--- src/rtl/mem_port_arbiter.sv ---
// Shares one external memory port between instruction fetch and data memory, one transaction at a time.
// Latency: request seen in IDLE -> bus_valid next cycle, done pulse one cycle after bus_rvalid; bus_ready low holds REQ.
module mem_port_arbiter #(
  parameter int ADDR_W = 64,
  parameter int DATA_W = 64
) (
  input  logic                  clk,
  input  logic                  rst_n,
  input  logic                  if_req,
  input  logic [ADDR_W-1:0]     if_addr,
  output logic [DATA_W-1:0]     if_rdata,
  output logic                  if_done,
  input  logic                  mem_req,
  input  logic                  mem_we,
  input  logic [ADDR_W-1:0]     mem_addr,
  input  logic [DATA_W-1:0]     mem_wdata,
  input  logic [DATA_W/8-1:0]   mem_wstrb,
  output logic [DATA_W-1:0]     mem_rdata,
  output logic                  mem_done,
  output logic                  bus_valid,
  input  logic                  bus_ready,
  output logic                  bus_we,
  output logic [ADDR_W-1:0]     bus_addr,
  output logic [DATA_W-1:0]     bus_wdata,
  output logic [DATA_W/8-1:0]   bus_wstrb,
  input  logic                  bus_rvalid,
  input  logic [DATA_W-1:0]     bus_rdata,
  output logic                  stallreq_axi
);

  typedef enum logic [1:0] {IDLE, REQ, WAIT, DONE} state_t;

  state_t state;
  logic   gnt;          // 0 = IF, 1 = MEM
  logic   if_served;
  logic   mem_served;
  logic   pend_if;
  logic   pend_mem;

  assign pend_if      = if_req & ~if_served;
  assign pend_mem     = mem_req & ~mem_served;
  assign stallreq_axi = rst_n & (pend_if | pend_mem);

  always_ff @(posedge clk) begin
    if (!rst_n) begin
      state      <= IDLE;
      gnt        <= 1'b0;
      if_served  <= 1'b0;
      mem_served <= 1'b0;
      bus_valid  <= 1'b0;
      bus_we     <= 1'b0;
      bus_addr   <= '0;
      bus_wdata  <= '0;
      bus_wstrb  <= '0;
      if_rdata   <= '0;
      mem_rdata  <= '0;
      if_done    <= 1'b0;
      mem_done   <= 1'b0;
    end else begin
      if_done  <= 1'b0;
      mem_done <= 1'b0;
      // A stall-free cycle is the pipeline advancing: forget who was served.
      if (!stallreq_axi) begin
        if_served  <= 1'b0;
        mem_served <= 1'b0;
      end
      case (state)
        IDLE: begin
          // MEM first: it belongs to the older instruction.
          if (pend_mem) begin
            gnt       <= 1'b1;
            bus_valid <= 1'b1;
            bus_we    <= mem_we;
            bus_addr  <= mem_addr;
            bus_wdata <= mem_wdata;
            bus_wstrb <= mem_wstrb;
            state     <= REQ;
          end else if (pend_if) begin
            gnt       <= 1'b0;
            bus_valid <= 1'b1;
            bus_we    <= 1'b0;
            bus_addr  <= if_addr;
            bus_wdata <= '0;
            bus_wstrb <= '0;
            state     <= REQ;
          end
        end
        REQ: begin
          if (bus_ready) begin
            bus_valid <= 1'b0;
            state     <= WAIT;
          end
        end
        WAIT: begin
          if (bus_rvalid) begin
            if (!bus_we) begin
              if (gnt) mem_rdata <= bus_rdata;
              else     if_rdata  <= bus_rdata;
            end
            if_done  <= ~gnt;
            mem_done <= gnt;
            state    <= DONE;
          end
        end
        DONE: begin
          // Placed after the clear so a completion is never lost to it.
          if (gnt) mem_served <= 1'b1;
          else     if_served  <= 1'b1;
          state <= IDLE;
        end
        default: state <= IDLE;
      endcase
    end
  end

endmodule

--- config.mk ---
export PLATFORM = sky130hd
export DESIGN_NAME = mem_port_arbiter
export DESIGN_NICKNAME = d
export VERILOG_FILES = /design/src/rtl/mem_port_arbiter.sv
export SDC_FILE = /design/constraint.sdc
export NUM_CORES = 1
export LEC_CHECK = 0
export CORE_AREA = 3 3 207 209
export DETAILED_ROUTE_END_ITERATION = 12
export DIE_AREA = 0 0 210 212
export SKIP_LAST_GASP = 1
export SLEW_MARGIN = 10
export SYNTH_ARGS = -nofsm -noshare
export SYNTH_HDL_FRONTEND = slang
export SYNTH_SLANG_ARGS = --single-unit
--- constraint.sdc ---
create_clock -name clk -period 1.9 [get_ports clk]
set_input_delay 0.285 -clock clk [delete_from_list [all_inputs] [get_ports clk]]
set_output_delay 0.285 -clock clk [all_outputs]
set_load 0.02 [all_outputs]
==> results of run 1 <==
==> power by group through the flow <==
stage	Clock [mW]	Combinational, mW	Sequential, mW
6_report	6.35	6.87	7.08
3_3_place_gp	0	6.87	7.16
3_5_place_dp	0	6.92	7.18
2_1_floorplan	0	2.40	8.14
5_1_grt	6.79	7.41	7.18
4_1_cts	6.58	6.94	7.08
==> repair_timing <==
item,CTS,global route
cloned,0,0
resized for setup,6,3
setup endpoints to repair,6,8
hold buffers,0,0
==> metal layers <==
layer,part of all wire,GRT usage,wire [um]
met3,0.087,0.0611,3530
met4,0.026,0.0553,1070
met1,0.40,0.200,16400
met2,0.48,0.297,19500
met5,0,0,0
==> registers in the layout, indices dropped and copies added (netlist names), 2 cells and up <==
| register | cells |
|---|---|
| state | 2 |
| if_rdata | 64 |
| bus_wdata | 64 |
| bus_wstrb | 8 |
| mem_rdata | 64 |
| bus_addr | 64 |
==> layout make-up <==
cell class / count / area (um^2)
sequential: 273 / 5470
inverter: 5 / 26.3
clock inverter: 6 / 33.8
multi-input combinational: 825 / 4210
clock buffer: 54 / 1080
fill: 4041 / 23500
antenna: 1 / 2.50
tap: 532 / 666
timing repair buffer: 589 / 6060
==> cell usage in the layout (no fill, tap or decap), drive strengths merged <==
cell type / netlist / routed
buf: 66 / 51
clkdlybuf4s50: 0 / 532
clkdlybuf4s15: 0 / 1
nor2: 138 / 138
clkinv: 0 / 6
nand2: 386 / 386
and2: 1 / 1
nor2b: 10 / 10
dlymetal6s2s: 0 / 1
a311oi: 66 / 66
dfxtp: 273 / 273
nand2b: 2 / 2
nand3: 3 / 3
a21oi: 93 / 93
diode: 0 / 1
o21ai: 3 / 3
a21boi: 38 / 38
ha: 4 / 4
dlygate4sd2: 0 / 4
inv: 5 / 5
clkbuf: 34 / 54
nor3: 4 / 4
a22oi: 75 / 75
or3: 2 / 2
==> worst max-delay path, cell delays in order, from the launching register on <==
cell	delay [ns]
sky130_fd_sc_hd__dfxtp_1	0.35
sky130_fd_sc_hd__nand2b_2	0.20
sky130_fd_sc_hd__a21oi_1	0.14
sky130_fd_sc_hd__clkdlybuf4s15_1	0.34
==> path summary, 6_finish.rpt <==
path / end / slack, ns / cells after the start
worst max-delay path: stallreq_axi / 0.08 / 3
worst min-delay path: bus_addr[0] / 0.34 / 3
worst max register to register: if_rdata[12] / 0.18 / 7
worst min register to register: if_rdata[37] / 0.45 / 2
==> per-stage QoR <==
| stage | total power, mW | area [um^2] | util | hold slack [ns] |
|---|---|---|---|---|
| floorplan | 10.5 | 10200 | - | 0.399 |
| global placement | 14.0 | 16400 | 0.401 | 0.440 |
| detailed placement | 14.1 | 16400 | 0.401 | 0.445 |
| CTS | 20.6 | 17500 | 0.428 | 0.299 |
| global route | 21.4 | 17500 | 0.428 | 0.323 |
| finish | 20.3 | 17500 | 0.428 | 0.338 |
==> cells by family (layout without fill, tap and decap cells) <==
group,after synthesis,after routing
fa+ha+maj,4,4
buf+inv,105,654
other cells,0,1
simple gates,546,546
flops,273,273
compound gates,275,275
==> insert_results.sql, run 1 <==
INSERT INTO impl_metrics (metric_group, metric, value, unit) VALUES
('status', 'outcome', 'finished clean', ''),
('yosys', 'synth-xor-area-share', '0', ''),
('yosys', 'yosys_warnings', '0', ''),
('clock_network', 'cts_made_buffers', '34', ''),
('power', 'pwr_density_cell', '1160', 'nW/um^2'),
('place', 'dpl.cell_count', '2224', ''),
('clock_network', 'cts_post_setup_buffers_inserted', '0', ''),
('grt', 'globalRouteOverflowTotal', '0', ''),
('power', 'peakVddDrop', '0.000776', 'V'),
('sta', 'period_share', '0.960', ''),
('yosys', 'synth_top_family_by_area', 'simple AND/OR/NAND/NOR gates', ''),
('place', 'portBuffers', '539', ''),
('clock_network', 'clock-root-buffer', 'sky130_fd_sc_hd__clkbuf_16', ''),
('sta', 'final_hold_violating_endpoints', '0', ''),
('yosys', 'yosys.area.top_type_share', '0.535', ''),
('power', 'netsw', '6.55', 'mW'),
('hold_path', 'holdCritPathClass', 'primary input to flop', ''),
('clock_network', 'clock_path_buffers', '3', ''),
('grt', 'grt_first_pass_wirelength', '60600', 'um'),
('die', 'row_count', '74', ''),
('worst_setup_path', 'cp-startpoint', 'mem_served', ''),
('detailed_routing', 'detail_route.iter0.violations', '521', ''),
('worst_setup_path', 'critical_path_arrival', '1.54', 'ns'),
('sta', 'grt_setup_unrepaired', 'false', ''),
('yosys', 'post_synth_inst_count', '1203', ''),
('power', 'pwr-share-clk', '0.313', ''),
('sta', 'fmax', '548', 'MHz'),
('place', 'gp_congestion', '0.813', ''),
('sta', 'timing.clock.skew', '0.0101', 'ns'),
('sta', 'setup_viol', '0', ''),
('hold_path', 'hold_path_startpoint', 'mem_addr[0]', ''),
('clock_network', 'clk_pin_slew', '0.05', 'ns'),
('place', 'detailedPlacementHpwl', '29600', 'um'),
('detailed_routing', 'detail_route.wl_per_cell', '17.7', 'um'),
('yosys', 'yosys.area_share.adder', '0.00490', ''),
('clock_network', 'clock-sinks', '273', ''),
('sta', 'max_slew.worst_pin.slew', '0.503', 'ns'),
('detailed_routing', 'drt-pass1-iter-count', '5', ''),
('sta', 'finalMaxSlewViolations', '0', ''),
('yosys', 'synth_enable_flop_cells', '0', ''),
('yosys', 'synth.mux.area_fraction', '0', ''),
('die', 'die_height', '212', 'um'),
('yosys', 'synthesis.area', '10200', 'um^2'),
('grt', 'gr-usage-all-layers', '0.172', ''),
('die', 'pin_count', '540', ''),
('yosys', 'synth_fp_nets', '1478', ''),
('cells_and_area', 'final_cell_count_no_fill', '2285', ''),
('clock_network', 'clock_insertion_delay_worst_skew', '0.51', 'ns'),
('worst_setup_path', 'crit-reg2reg-launch', 'state[0]', ''),
('yosys', 'synth_top_flop_cell', 'sky130_fd_sc_hd__dfxtp_1', ''),
('yosys', 'synth-simple-area-share', '0.207', ''),
('grt', 'grt_pass1_vias', '10500', ''),
('job', 'max_cap_viol_count', '0', ''),
('clock_network', 'cts_tree', 'built', ''),
('die', 'initial_core_util', '0.249', ''),
('cells_and_area', 'areaGrowthSynthToFinish', '71.8', '%'),
('die', 'die_area', '44500', 'um^2'),
('power', 'share_of_power_burned_in_combinational_logic', '0.339', ''),
('cells_and_area', 'drive_above_1_share', '0.0805', ''),
('power', 'cell_internal_pwr', '13.8', 'mW'),
('yosys', 'synth_top_area_cell', 'sky130_fd_sc_hd__dfxtp_1', ''),
('worst_setup_path', 'end_kind', 'primary output', ''),
('yosys', 'ys_top_cells_by_area', 'sky130_fd_sc_hd__dfxtp_1 54%, sky130_fd_sc_hd__nand2_1 14%, sky130_fd_sc_hd__a311oi_1 5.7%', ''),
('worst_setup_path', 'crit_required', '1.62', 'ns'),
('detailed_routing', 'drc_errors', '0', ''),
('place', 'preCtsSetupSlack', '-0.0599', 'ns'),
('sta', 'slew_headroom', '0.665', ''),
('detailed_routing', 'drt.antenna.violating_nets', '0', ''),
('sta', 'setup_tns', '0', 'ns'),
('yosys', 'synth.most_common_cell', 'sky130_fd_sc_hd__nand2_1', ''),
('grt', 'initial_antenna_violation_count', '2', '');
Power figures use the tool's default switching activity.
==> run 2: changes to the inputs <==
Settings changed: SLEW_MARGIN 10 to 25.
Clock period 1.9 ns to 2.05 ns, I/O delays scaled along.
==> run 2 against run 1 <==
Compared with the run above: worst setup slack better by 0.0084 ns; via count down 1.2%; count of clock-buffer cells in the layout down 9; core utilization down 1.1 points; cell area down 2.6%; register-to-register slack better by 0.02 ns; worst hold slack worse by 0.025 ns; die area unchanged; global-route usage down 0.42 points; clock power down 14%; critical endpoint unchanged; largest cell class unchanged; largest power group unchanged.
==> insert_results.sql, run 2 (synthesis results as in run 1) <==
INSERT INTO impl_metrics (metric_group, metric, value, unit) VALUES
('status', 'outcome', 'finished clean', ''),
('grt', 'grt_first_pass_wirelength', '59700', 'um'),
('detailed_routing', 'detail_route.wl_per_cell', '17.9', 'um'),
('clock_network', 'cts_post_setup_buffers_inserted', '0', ''),
('grt', 'grt_start_max_net_pins', '118', ''),
('cells_and_area', 'fin_util', '0.417', ''),
('die', 'row_count', '74', ''),
('place', 'preCtsSetupSlack', '-0.0180', 'ns'),
('place', 'gp_congestion', '0.814', ''),
('detailed_routing', 'drt.antenna.violating_nets', '0', ''),
('worst_setup_path', 'ff2ff_setup_slack', '0.20', 'ns'),
('cells_and_area', 'fin_area', '17100', 'um^2'),
('place', 'dpl_cell_area', '16100', 'um^2'),
('worst_setup_path', 'critPathKind', 'flop to primary output', ''),
('grt', 'gr-usage-all-layers', '0.168', ''),
('worst_setup_path', 'timing.critical_path.to', 'stallreq_axi', ''),
('detailed_routing', 'detail_route.vias_per_cell', '4.58', ''),
('detailed_routing', 'drc_errors', '0', ''),
('hold_path', 'hold_path_startpoint', 'mem_addr[6]', ''),
('grt', 'globalRouteOverflowTotal', '0', ''),
('grt', 'grt_pass1_vias', '10300', ''),
('clock_network', 'cts_made_buffers', '30', ''),
('detailed_routing', 'drt-pass1-iter-count', '5', ''),
('worst_setup_path', 'critPathBufInv', '1', ''),
('worst_setup_path', 'cp_cell_sequence', 'nand2b_2 -> a21oi_1 -> dlygate4sd2_1', ''),
('worst_setup_path', 'worst_r2r_endpoint', 'bus_addr[43]', ''),
('cells_and_area', 'regArea', '5470', 'um^2'),
('die', 'pin_count', '540', ''),
('worst_setup_path', 'crit-reg2reg-launch', 'state[0]', ''),
('die', 'die_width', '210', 'um'),
('hold_path', 'holdCritPathClass', 'primary input to flop', ''),
('cells_and_area', 'num-fill-cells', '4094', ''),
('die', 'die_area', '44500', 'um^2'),
('clock_network', 'clock-root-buffer', 'sky130_fd_sc_hd__clkbuf_16', ''),
('worst_setup_path', 'critical_path.startpoint_type', 'flop', ''),
('cells_and_area', 'areaGrowthSynthToFinish', '67.3', '%'),
('sta', 'final_hold_violating_endpoints', '0', ''),
('cells_and_area', 'mostFrequentLayoutCell', 'sky130_fd_sc_hd__clkdlybuf4s50_1', ''),
('sta', 'fmax', '509', 'MHz'),
('sta', 'grt_setup_unrepaired', 'false', ''),
('worst_setup_path', 'path_delay_family', 'buffers and inverters', ''),
('detailed_routing', 'detailroute.via_count', '10300', ''),
('clock_network', 'clk_pin_slew', '0.06', 'ns'),
('die', 'initial_core_util', '0.249', ''),
('power', 'power.leakage', '6.07', 'nW'),
('worst_setup_path', 'r2r.worst_path.cells', '6', ''),
('worst_setup_path', 'critical_path_arrival', '1.66', 'ns'),
('sta', 'slew_headroom', '0.540', ''),
('sta', 'finalHoldWorstSlack', '0.313', 'ns'),
('cells_and_area', 'drive_above_1_share', '0.0634', ''),
('sta', 'max_slew.worst_pin.slew', '0.690', 'ns'),
('clock_network', 'clock_path_buffers', '3', ''),
('place', 'portBuffers', '539', ''),
('place', 'detailedPlacementHpwl', '28800', 'um'),
('cells_and_area', 'layout_common_cells', '536 x sky130_fd_sc_hd__clkdlybuf4s50_1, 386 x sky130_fd_sc_hd__nand2_1, 272 x sky130_fd_sc_hd__dfxtp_1', ''),
('detailed_routing', 'detail_route.wirelength', '40300', 'um'),
('sta', 'period_share', '0.959', ''),
('power', 'pwr_density_cell', '1050', 'nW/um^2'),
('worst_setup_path', 'critical_path_cell_count', '3', ''),
('die', 'die_height', '212', 'um'),
('worst_setup_path', 'timing.critical_path.slowest_cell_delay', '0.36', 'ns'),
('worst_setup_path', 'crit_required', '1.74', 'ns'),
('sta', 'finalMaxSlewViolations', '0', ''),
('clock_network', 'clock-sinks', '273', ''),
('cells_and_area', 'final_nets', '1971', ''),
('sta', 'setup_slack', '0.0842', 'ns'),
('worst_setup_path', 'end_kind', 'primary output', ''),
('detailed_routing', 'detail_route.iter0.violations', '543', ''),
('cells_and_area', 'multiInputGateArea', '4210', 'um^2'),
('grt', 'initial_antenna_violation_count', '1', ''),
('die', 'core', '41000', 'um^2'),
('sta', 'timing.clock.skew', '0.0148', 'ns'),
('sta', 'finalCriticalPeriod', '1.97', 'ns'),
('clock_network', 'ctsHtreeMaxLevel', '1', ''),
('worst_setup_path', 'crit_path_max_fanout', '3', ''),
('job', 'max_cap_viol_count', '0', ''),
('power', 'peakVddDrop', '0.000670', 'V'),
('clock_network', 'clock_insertion_delay_worst_skew', '0.57', 'ns'),
('sta', 'setup_viol', '0', ''),
('worst_setup_path', 'cpMaxStageDelayCell', 'sky130_fd_sc_hd__dlygate4sd2_1', ''),
('clock_network', 'cts_tree', 'built', ''),
('worst_setup_path', 'cp-startpoint', 'mem_served', '');
==> run 2: layout make-up <==
cell class	instances	share of cell area
Timing Repair Buffer	561	0.334
Inverter	5	0.00154
Multi-Input combinational cell	825	0.246
Clock inverter	9	0.00622
Tap cell	532	0.0390
Antenna cell	2	0.000293
Sequential cell	273	0.320
Clock buffer	45	0.0531
==> run 2: metrics by stage <==
stage	cells	setup TNS, ns	total power [mW]
3_5_place_dp	2196	-0.0180	12.6
6_report	2252	0	18.0
4_1_cts	2250	0	18.2
5_1_grt	2250	0	18.9
3_3_place_gp	2196	0	12.5
2_1_floorplan	1203	0	9.76
==> run 2: worst register-to-register path, delay by kind of cell, from the launching register on <==
family	cells	cell delay, ns
DFF	1	0.34
buffers and inverters	2	0.34
AOI/OAI and AO/OA	2	0.67
adders and majority gates	1	0.33
and+or+nand+nor	1	0.06
==> run 2: where the power goes <==
part / internal, mW / total, mW / switching, mW / leakage, nW
combinational: 2.68 / 5.94 / 3.26 / 3.34
clock: 3.29 / 5.49 / 2.20 / 0.506
sequential: 6.11 / 6.56 / 0.452 / 2.23
total: 12.1 / 18.0 / 5.91 / 6.07
==> run 2: worst min-delay path by stage <==
stage	end	slack, ns	depth (start not counted)
CTS	if_rdata[6]	0.28	3
finish	bus_addr[6]	0.31	3
floorplan	bus_valid	0.42	1
global placement	mem_rdata[28]	0.44	2
global route	bus_addr[56]	0.31	3
detailed placement	if_rdata[1]	0.45	2
==> run 2: timing repair <==
item	4_1_cts	5_1_grt
endpoints found under the hold margin	0	0
hold buffers	0	0
endpoints found under the setup margin	2	0
resized for setup	3	0
==> run 2: layer usage <==
metal | wire [um] | share of wire | GRT usage
met4 | 1130 | 0.028 | 0.0525
met3 | 3390 | 0.084 | 0.0531
met5 | 0 | 0 | 0
met2 | 19600 | 0.49 | 0.293
met1 | 16200 | 0.40 | 0.197
